==> src/rtl/instr_inv_queue_if.sv <==
// Bundle for the invalidation queue: store-commit request side, the two
// invalidation consumers (icache, branch predictor) and occupancy status.
//
// Handshake rule for every valid/ready pair in this bundle: a transfer
// happens on a rising clk edge where valid and ready are both high; a source
// holds valid and its payload stable until that transfer, and ready may be
// high or low independently of valid.
interface instr_inv_queue_if #(
  parameter int LA_W  = 28,
  parameter int CNT_W = 3
);
  logic              inv_valid;
  logic [31:0]       inv_addr;
  logic              inv_ready;
  logic              ic_inv_valid;
  logic [LA_W-1:0]   ic_inv_line;
  logic              ic_inv_ready;
  logic              bp_inv_valid;
  logic [LA_W-1:0]   bp_inv_line;
  logic              bp_inv_ready;
  logic [CNT_W-1:0]  count;
  logic              empty;
  logic              full;

  // Environment side: store commit plus both consumers.
  modport master (
    output inv_valid, inv_addr, ic_inv_ready, bp_inv_ready,
    input  inv_ready, ic_inv_valid, ic_inv_line, bp_inv_valid, bp_inv_line,
    input  count, empty, full
  );

  // Queue side.
  modport slave (
    input  inv_valid, inv_addr, ic_inv_ready, bp_inv_ready,
    output inv_ready, ic_inv_valid, ic_inv_line, bp_inv_valid, bp_inv_line,
    output count, empty, full
  );
endinterface

==> src/rtl/instr_inv_queue.sv <==
// Instruction-coherency invalidation queue. Committed store addresses are
// range-filtered, reduced to line addresses, coalesced against the newest
// entry when that entry has not yet been seen by a consumer, and issued from
// the head to both the icache and the branch predictor. The head is popped
// once both consumers have taken it. empty lets fence.i wait for drain.
module instr_inv_queue #(
  parameter int          DEPTH  = 4,
  parameter int          LINE_W = 4,
  parameter logic [31:0] ADDR_L = 32'h8000_0000,
  parameter logic [31:0] ADDR_H = 32'h8FFF_FFFF
) (
  input logic              clk,
  input logic              rst,
  instr_inv_queue_if.slave q_if
);
  localparam int LA_W  = 30 - $clog2(LINE_W);
  localparam int PTR_W = $clog2(DEPTH);
  localparam int CNT_W = PTR_W + 1;

  logic [LA_W-1:0]  mem_q [DEPTH];
  logic [PTR_W-1:0] head_q, tail_q;
  logic [PTR_W-1:0] tail_last;
  logic [CNT_W-1:0] count_q, count_d;
  logic             ic_done_q, bp_done_q;

  logic [LA_W-1:0]  line_in;
  logic             in_range, empty_w, full_w;
  logic             ic_fire, bp_fire, pop;
  logic             fire, tail_match, tail_seen, coalesce_hit, push;

  assign line_in   = q_if.inv_addr[31:32-LA_W];
  assign in_range  = (q_if.inv_addr >= ADDR_L) && (q_if.inv_addr <= ADDR_H);
  assign empty_w   = (count_q == '0);
  assign full_w    = (count_q == CNT_W'(DEPTH));
  assign tail_last = tail_q - PTR_W'(1);

  // Head issue: each consumer is offered the head until it has taken it.
  assign q_if.ic_inv_valid = !empty_w && !ic_done_q;
  assign q_if.bp_inv_valid = !empty_w && !bp_done_q;
  assign q_if.ic_inv_line  = mem_q[head_q];
  assign q_if.bp_inv_line  = mem_q[head_q];
  assign ic_fire = q_if.ic_inv_valid && q_if.ic_inv_ready;
  assign bp_fire = q_if.bp_inv_valid && q_if.bp_inv_ready;
  assign pop     = (ic_done_q || ic_fire) && (bp_done_q || bp_fire);

  // The tail is only exposed to consumers when it is also the head, so a
  // merge is blocked only for a single-entry queue that has been (or is
  // being) handed to either consumer.
  assign tail_match   = (mem_q[tail_last] == line_in);
  assign tail_seen    = (count_q == CNT_W'(1)) &&
                        (ic_done_q || bp_done_q || ic_fire || bp_fire);
  assign coalesce_hit = in_range && !empty_w && tail_match && !tail_seen;

  // When full the queue holds >= 2 entries, so the tail is never the head
  // and a merge reduces to a plain line match. Writing it this way keeps
  // consumer readies out of the inv_ready cone entirely.
  assign q_if.inv_ready = !full_w || !in_range || tail_match;

  assign fire = q_if.inv_valid && q_if.inv_ready;
  assign push = fire && in_range && !coalesce_hit;

  assign count_d = count_q + CNT_W'(push) - CNT_W'(pop);

  assign q_if.count = count_q;
  assign q_if.empty = empty_w;
  assign q_if.full  = full_w;

  // Queue storage, pointers, occupancy and per-head consumer done bits.
  always_ff @(posedge clk or posedge rst) begin
    if (rst) begin
      for (int i = 0; i < DEPTH; i++) mem_q[i] <= '0;
      head_q    <= '0;
      tail_q    <= '0;
      count_q   <= '0;
      ic_done_q <= 1'b0;
      bp_done_q <= 1'b0;
    end else begin
      if (push) begin
        mem_q[tail_q] <= line_in;
        tail_q        <= tail_q + PTR_W'(1);
      end
      if (pop) begin
        head_q    <= head_q + PTR_W'(1);
        ic_done_q <= 1'b0;
        bp_done_q <= 1'b0;
      end else begin
        ic_done_q <= ic_done_q || ic_fire;
        bp_done_q <= bp_done_q || bp_fire;
      end
      count_q <= count_d;
    end
  end

  // A push into a full queue would overwrite the head.
  a_no_push_when_full: assert property (@(posedge clk) disable iff (rst) !(push && full_w));
endmodule

==> src/flat_wrapper.sv <==
// flat-port wrapper written by rule: the top's interface ports become plain ports
module instr_inv_queue_flat 
#(
  parameter int          DEPTH  = 4,
  parameter int          LINE_W = 4,
  parameter logic [31:0] ADDR_L = 32'h8000_0000,
  parameter logic [31:0] ADDR_H = 32'h8FFF_FFFF
)
  (clk, rst, q_if_inv_valid, q_if_inv_addr, q_if_ic_inv_ready, q_if_bp_inv_ready, q_if_inv_ready, q_if_ic_inv_valid, q_if_ic_inv_line, q_if_bp_inv_valid, q_if_bp_inv_line, q_if_count, q_if_empty, q_if_full);
  instr_inv_queue_if #(.LA_W((28)), .CNT_W((3))) q_if_i ();
  input logic clk;
  input logic rst;
  input wire logic [$bits(q_if_i.inv_valid)-1:0] q_if_inv_valid;
  input wire logic [$bits(q_if_i.inv_addr)-1:0] q_if_inv_addr;
  input wire logic [$bits(q_if_i.ic_inv_ready)-1:0] q_if_ic_inv_ready;
  input wire logic [$bits(q_if_i.bp_inv_ready)-1:0] q_if_bp_inv_ready;
  output wire logic [$bits(q_if_i.inv_ready)-1:0] q_if_inv_ready;
  output wire logic [$bits(q_if_i.ic_inv_valid)-1:0] q_if_ic_inv_valid;
  output wire logic [$bits(q_if_i.ic_inv_line)-1:0] q_if_ic_inv_line;
  output wire logic [$bits(q_if_i.bp_inv_valid)-1:0] q_if_bp_inv_valid;
  output wire logic [$bits(q_if_i.bp_inv_line)-1:0] q_if_bp_inv_line;
  output wire logic [$bits(q_if_i.count)-1:0] q_if_count;
  output wire logic [$bits(q_if_i.empty)-1:0] q_if_empty;
  output wire logic [$bits(q_if_i.full)-1:0] q_if_full;
  assign q_if_i.inv_valid = q_if_inv_valid;
  assign q_if_i.inv_addr = q_if_inv_addr;
  assign q_if_i.ic_inv_ready = q_if_ic_inv_ready;
  assign q_if_i.bp_inv_ready = q_if_bp_inv_ready;
  assign q_if_inv_ready = q_if_i.inv_ready;
  assign q_if_ic_inv_valid = q_if_i.ic_inv_valid;
  assign q_if_ic_inv_line = q_if_i.ic_inv_line;
  assign q_if_bp_inv_valid = q_if_i.bp_inv_valid;
  assign q_if_bp_inv_line = q_if_i.bp_inv_line;
  assign q_if_count = q_if_i.count;
  assign q_if_empty = q_if_i.empty;
  assign q_if_full = q_if_i.full;
  instr_inv_queue #(.DEPTH(DEPTH), .LINE_W(LINE_W), .ADDR_L(ADDR_L), .ADDR_H(ADDR_H)) u_core (.clk(clk), .rst(rst), .q_if(q_if_i));
endmodule
==> config.mk <==
export PLATFORM = sky130hd
export DESIGN_NAME = instr_inv_queue_flat
export DESIGN_NICKNAME = d
export VERILOG_FILES = /design/src/rtl/instr_inv_queue_if.sv /design/src/rtl/instr_inv_queue.sv /design/src/flat_wrapper.sv
export SDC_FILE = /design/constraint.sdc
export NUM_CORES = 1
export LEC_CHECK = 0
export CAP_MARGIN = 15
export CORE_MARGIN = 3
export CORE_UTILIZATION = 40
export DETAILED_ROUTE_END_ITERATION = 8
export PLACE_DENSITY = 0.65
export SETUP_SLACK_MARGIN = 0.2
export SLEW_MARGIN = 10
export SYNTH_ARGS = -nofsm -noshare
export SYNTH_HDL_FRONTEND = slang
export SYNTH_SLANG_ARGS = --single-unit
==> constraint.sdc <==
create_clock -name clk -period 6.06 [get_ports clk]
set_input_delay 1.212 -clock clk [delete_from_list [all_inputs] [get_ports clk]]
set_output_delay 1.212 -clock clk [all_outputs]
set_load 0.05 [all_outputs]
# --- Word level (Yosys, flattened, before mapping) ---
# Index checks and enable logic that the tools add are counted.
totals:
  romBits: 0
  latchBits: 0
  mem_bits_rw: 0
  in_bits: 37
  regBits: 121
  out_inout_bits: 64
  mem_count: 0
  elab_cells: 66
op_classes:
  order_cmp: 6
  n_eq_ne: 3
  multipliers: 0
  reduce_logical: 29
  bitwise: 3
  shift: 0
  n_addsub: 5
  n_mux: 11
  div_mod_pow: 0
op_table:
  columns: ["operator", "count"]
  rows:
  - ["$mux 28", 5]
  - ["$bmux 28 s2", 2]
  - ["$bwmux 112", 1]
  - ["$demux 28 s2", 1]
  - ["$ge 32x32->1 const B", 1]
  - ["$le 32x32->1 const B", 1]
  - ["$eq 28x28->1", 1]
  - ["$logic_and 1x1->1", 14]
  - ["$ge 3x3->1 const B", 3]
  - ["$not 2->3", 3]
  - ["$logic_not 1->1", 7]
  - ["$logic_or 1x1->1", 7]
  - ["$add 2x1->2 const B", 2]
  - ["$add 3x1->3", 1]
  - ["$eq 3x1->1 const B", 1]
  - ["$eq 3x3->1 const B", 1]
  - ["$logic_not 3->1", 1]
  - ["$lt 3x1->1 const B", 1]
  - ["$sub 3x1->3", 1]
  - ["$mux 1", 2]
  - ["$sub 2x1->2 const B", 1]

# --- Depth between registers and ports, before layout ---
depth:
  ltp_word: 13
  depth_mapped: 17
  depth_no_buf: 13

# --- Least setup slack after synthesis ---
# Ideal clock, no wire load.
synth_path:
  path_type: "reg2out"
  from: "register u_core.tail_q[0]"
  to: "output q_if_inv_ready"
  setup_slack_ps: 1175
  path_stages_with_launch: 13
  arrival_time_ps: 3673
  cell_sequence: "dfrtp_1 -> buf_6 -> buf_1 -> inv_1 -> ha_1 -> buf_2 -> clkbuf_1 -> mux4_2 -> xor2_1 -> nor4_1 -> nand4_1 -> nor4_4 -> nand3b_1"
synth_between:
  elab_chain_cells: 7
synth_rtl:
  columns: ["item", "line_no", "text"]
  rows:
  - ["start: declaration", "instr_inv_queue.sv:21", "logic [PTR_W-1:0] head_q, tail_q;"]
  - ["start signal: assignment", "instr_inv_queue.sv:80", "tail_q <= tail_q + PTR_W'(1);"]
  - ["$sub 2x1->2", "instr_inv_queue.sv:35", "assign tail_last = tail_q - PTR_W'(1);"]
  - ["net u_core.tail_last[0]", "instr_inv_queue.sv:22", "logic [PTR_W-1:0] tail_last;"]
  - ["$not 2->3 (implied by the code)", "instr_inv_queue.sv:49", "assign tail_match = (mem_q[tail_last] == line_in);"]
  - ["$bmux 28 s2", "instr_inv_queue.sv:49", null]
  - ["$mux 28 (implied by the code) (2 in series)", "instr_inv_queue.sv:49", null]
  - ["$eq 28x28->1", "instr_inv_queue.sv:49", null]
  - ["$logic_or 1x1->1", "instr_inv_queue.sv:57", "assign q_if.inv_ready = !full_w || !in_range || tail_match;"]
  - ["end: declaration", "flat_wrapper.sv:17", "output wire logic [$bits(q_if_i.inv_ready)-1:0] q_if_inv_ready;"]
# The timed path passes the listed nets, and every way through them passes these cells. The select of a mux whose other input is x is not followed.

# --- Worst setup path after layout ---
# Ends and elaborated chain as after synthesis.

==> flow_summary_export.csv <==
group,metric,value,unit
sta,tns,0,ns
logic_synthesis,synthDistinctLibCells,29,
worst_setup_path,start_kind,"register",
worst_setup_path,cpMaxStageDelayCell,"dfrtp_2",
sta,rsz0062_at_grt,"no",
floorplanning,core,0.0159,mm²
sta,timing.final.ws_setup,0.719,ns
place,place.gp.congestion,0.719,
clock_network,post_cts_resized,0,
sta,fmax,187,MHz
routing,drc,0,
worst_setup_path,worstRegToRegCells,15,
sta,drv_slew,0,
worst_setup_path,r2r_slack,1.42,ns
logic_synthesis,synth.avg_cell_area,15.3,µm²
clock_network,cts_tree,"yes",
sta,post-route-period-util,88.1,%
routing,first_pass_iters,4,
worst_setup_path,end_kind,"primary output",
worst_setup_path,r2r-start,"u_core.tail_q[0]$_DFFE_PP0N_",
logic_synthesis,ys.warnings.count,0,
logic_synthesis,synth.cell_area,0.00654,mm²
worst_setup_path,critical-path-max-stage-delay,0.65,ns
place,post-dp-hpwl,9670,µm
cells_and_area,layout-drive-gt1-share,38.8,%
pwr,leakagePower,3.53,nW
worst_setup_path,critPathKind,"reg2out",
logic_synthesis,ys_ff_latch,121,
global_route,grt_pass1_wl,24100,µm
worst_setup_path,crit_arrival,4.13,ns
clock_network,cts_hold_buf,0,
sta,worst_pin_slew,0.639,ns
cells_and_area,num_antenna_cells,0,
hold_path,worstHoldStart,"u_core.mem_q[83]$_DFFE_PP0P_",
floorplanning,fp.dieW,134,µm
logic_synthesis,yosysSeqAreaShare,46.3,%
clock_network,cts.clk_slew.worst_paths,0.05,ns
sta,hold_violations,0,
worst_setup_path,required,4.85,ns
clock_network,cts_max_path_buffers,2,
logic_synthesis,syn_nets,472,
worst_setup_path,crit_top_cell,"buf_4",
worst_setup_path,r2r-end,"u_core.q_if.count[2]$_DFF_PP0_",
clock_network,numCtsBuffers,17,
run,maxCapViolations,0,
clock_network,clk_latency,0.41,ns
floorplanning,dieArea,0.0179,mm²
global_route,gr-usage-all-layers,17.7,%
clock_network,cts_max_level,4,
routing,drt_iter0_drc,250,
worst_setup_path,critical_path.top_delay_family,"buffers and inverters",
cells_and_area,most-common-layout-cells,"dfrtp_1 (119), mux2_2 (98), clkdlybuf4s50_1 (95), mux4_2 (53)",
worst_setup_path,path_cells,"inv_1, ha_1, buf_4, mux4_2, xor2_1, nor4_1, nand4_1, nor4_4, buf_4, nand3b_1, buf_12",
global_route,antenna_found_initial,0,
sta,worst_clock_skew,0.00798,ns
sta,min_period,5.34,ns
routing,avgRoutedWirePerCell,20.4,µm
sta,setup_viol,0,
hold_path,hp-class,"reg2reg",
clock_network,cts_root_buf,"clkbuf_16",
logic_synthesis,synthCells,428,
outcome,status,"completed",
place,place_ws,1.04,ns
pwr,irDropWorstVdd,0.341,mV
place,io_buffers,96,
cells_and_area,area_growth,23.9,%
worst_setup_path,path_buf_inv,4,
clock_network,cts_setup_buffers,0,
hold_path,hold_end,"u_core.mem_q[83]$_DFFE_PP0P_",
global_route,overflow,0,
floorplanning,rows,46,
pwr,p_per_area,564,mW/mm²
global_route,grt_max_degree,86,
clock_network,clock-sinks,121,
cells_and_area,nFillCells,1382,
hold_path,min_path_cells,1,
routing,routed_via_density,5.37,
routing,ant_nets,0,
worst_setup_path,cp_max_fo,16,
cells_and_area,nets,550,
cells_and_area,layout_commonest_cell,"dfrtp_1",
sta,maxSlewHeadroom,56.8,%
global_route,grt_pass1_vias,4306,
routing,drt_wl_total,15000,µm
routing,vias,3945,
floorplanning,die_y,134,µm
floorplanning,ios,101,
floorplanning,start_util,41.0,%
## power by group
part           switching [mW]  internal (mW)  leakage [nW]
combinational            1.35           1.03          1.65
clock                   0.336          0.584         0.268
sequential              0.234           1.04          1.61
total                    1.92           2.65          3.53
## Yosys cell counts (all sizes together)
master	n	area [µm²]
dfrtp	121	3030
mux2	98	1100
mux4	56	1270
buf	45	344
xor2	17	149
xnor2	16	140
nor2b	14	87.6
inv	10	37.5
nand3	9	45.0
ha	6	75.1
nor4	6	52.6
clkbuf	4	15.0
mux2i	4	55.1
nand4	4	25.0
or2	4	25.0
nand2	3	11.3
nor2	3	11.3
a21oi	2	10.0
a211oi	1	7.51
and2	1	6.26
fa	1	20.0
nand3b	1	7.51
nor4b	1	8.76
or3	1	6.26
## worst reg2reg max path: stages, from the launching register on
cell and delay (ns):
dfrtp_2 0.65, inv_1 0.13, ha_1 0.51, buf_4 0.39
mux4_2 0.57, xor2_1 0.15, nor4_1 0.33, nand4_1 0.21
nor4_4 0.18, buf_4 0.25, mux2_2 0.24, inv_1 0.06
ha_1 0.20, fa_1 0.38, xnor2_1 0.18, xnor2_1 0.13
## how the worst max path moves through the flow
stage	startpoint	end	depth (start not counted)
CTS	u_core.tail_q[0]$_DFFE_PP0N_	q_if_inv_ready	11
finish	u_core.tail_q[0]$_DFFE_PP0N_	q_if_inv_ready	11
global placement	u_core.tail_q[0]$_DFFE_PP0N_	q_if_inv_ready	11
detailed placement	u_core.tail_q[0]$_DFFE_PP0N_	q_if_inv_ready	11
floorplan	u_core.tail_q[0]$_DFFE_PP0N_	q_if_inv_ready	12
global route	u_core.tail_q[0]$_DFFE_PP0N_	q_if_inv_ready	11
## metal layers
layer	part of all wire, %	vias up	GRT usage (%)
li1	-	1723	-
met1	44	2104	24.1
met2	50	107	28.5
met3	5.4	11	4.65
met4	0.94	0	4.80
met5	0	-	0
## cell type report
type	instances	area, µm²	share of cell area (%)
clock inverters	2	10.0	0.123
multi-input cells	248	3150	38.9
flip-flops and latches	121	3030	37.4
inverters	10	40.0	0.494
clock buffers	29	531	6.54
well taps	216	270	3.33
repair buffers	108	1070	13.2
## state kept, by name, indices dropped and copies added (netlist names)
signal             flops
u_core.mem_q         112
u_core.q_if.count      3
u_core.head_q          2
u_core.tail_q          2
u_core.bp_done_q       1
u_core.ic_done_q       1
## per-stage QoR
step	total power, mW	hold WS (ns)	std cells	util, %	cell area [µm²]
4_1_cts	4.63	0.488	733	50.7	8090
3_3_place_gp	3.65	0.466	702	47.3	7550
2_1_floorplan	3.09	0.452	428	-	6540
3_5_place_dp	3.69	0.475	702	47.3	7550
6_report	4.58	0.496	734	50.9	8110
5_1_grt	4.81	0.519	734	50.9	8110
## cell families (layout without fill, tap and decap cells)
group	Yosys count	after routing	share of synthesized area, %
simple gates	47	47	4.38
flops	121	121	46.3
xor+xnor	33	33	4.42
mux	158	158	37.2
buf+inv	59	149	6.06
compound gates	3	3	0.268
fa+ha+maj	7	7	1.45
No activity file was read; power rests on OpenSTA's default activity.
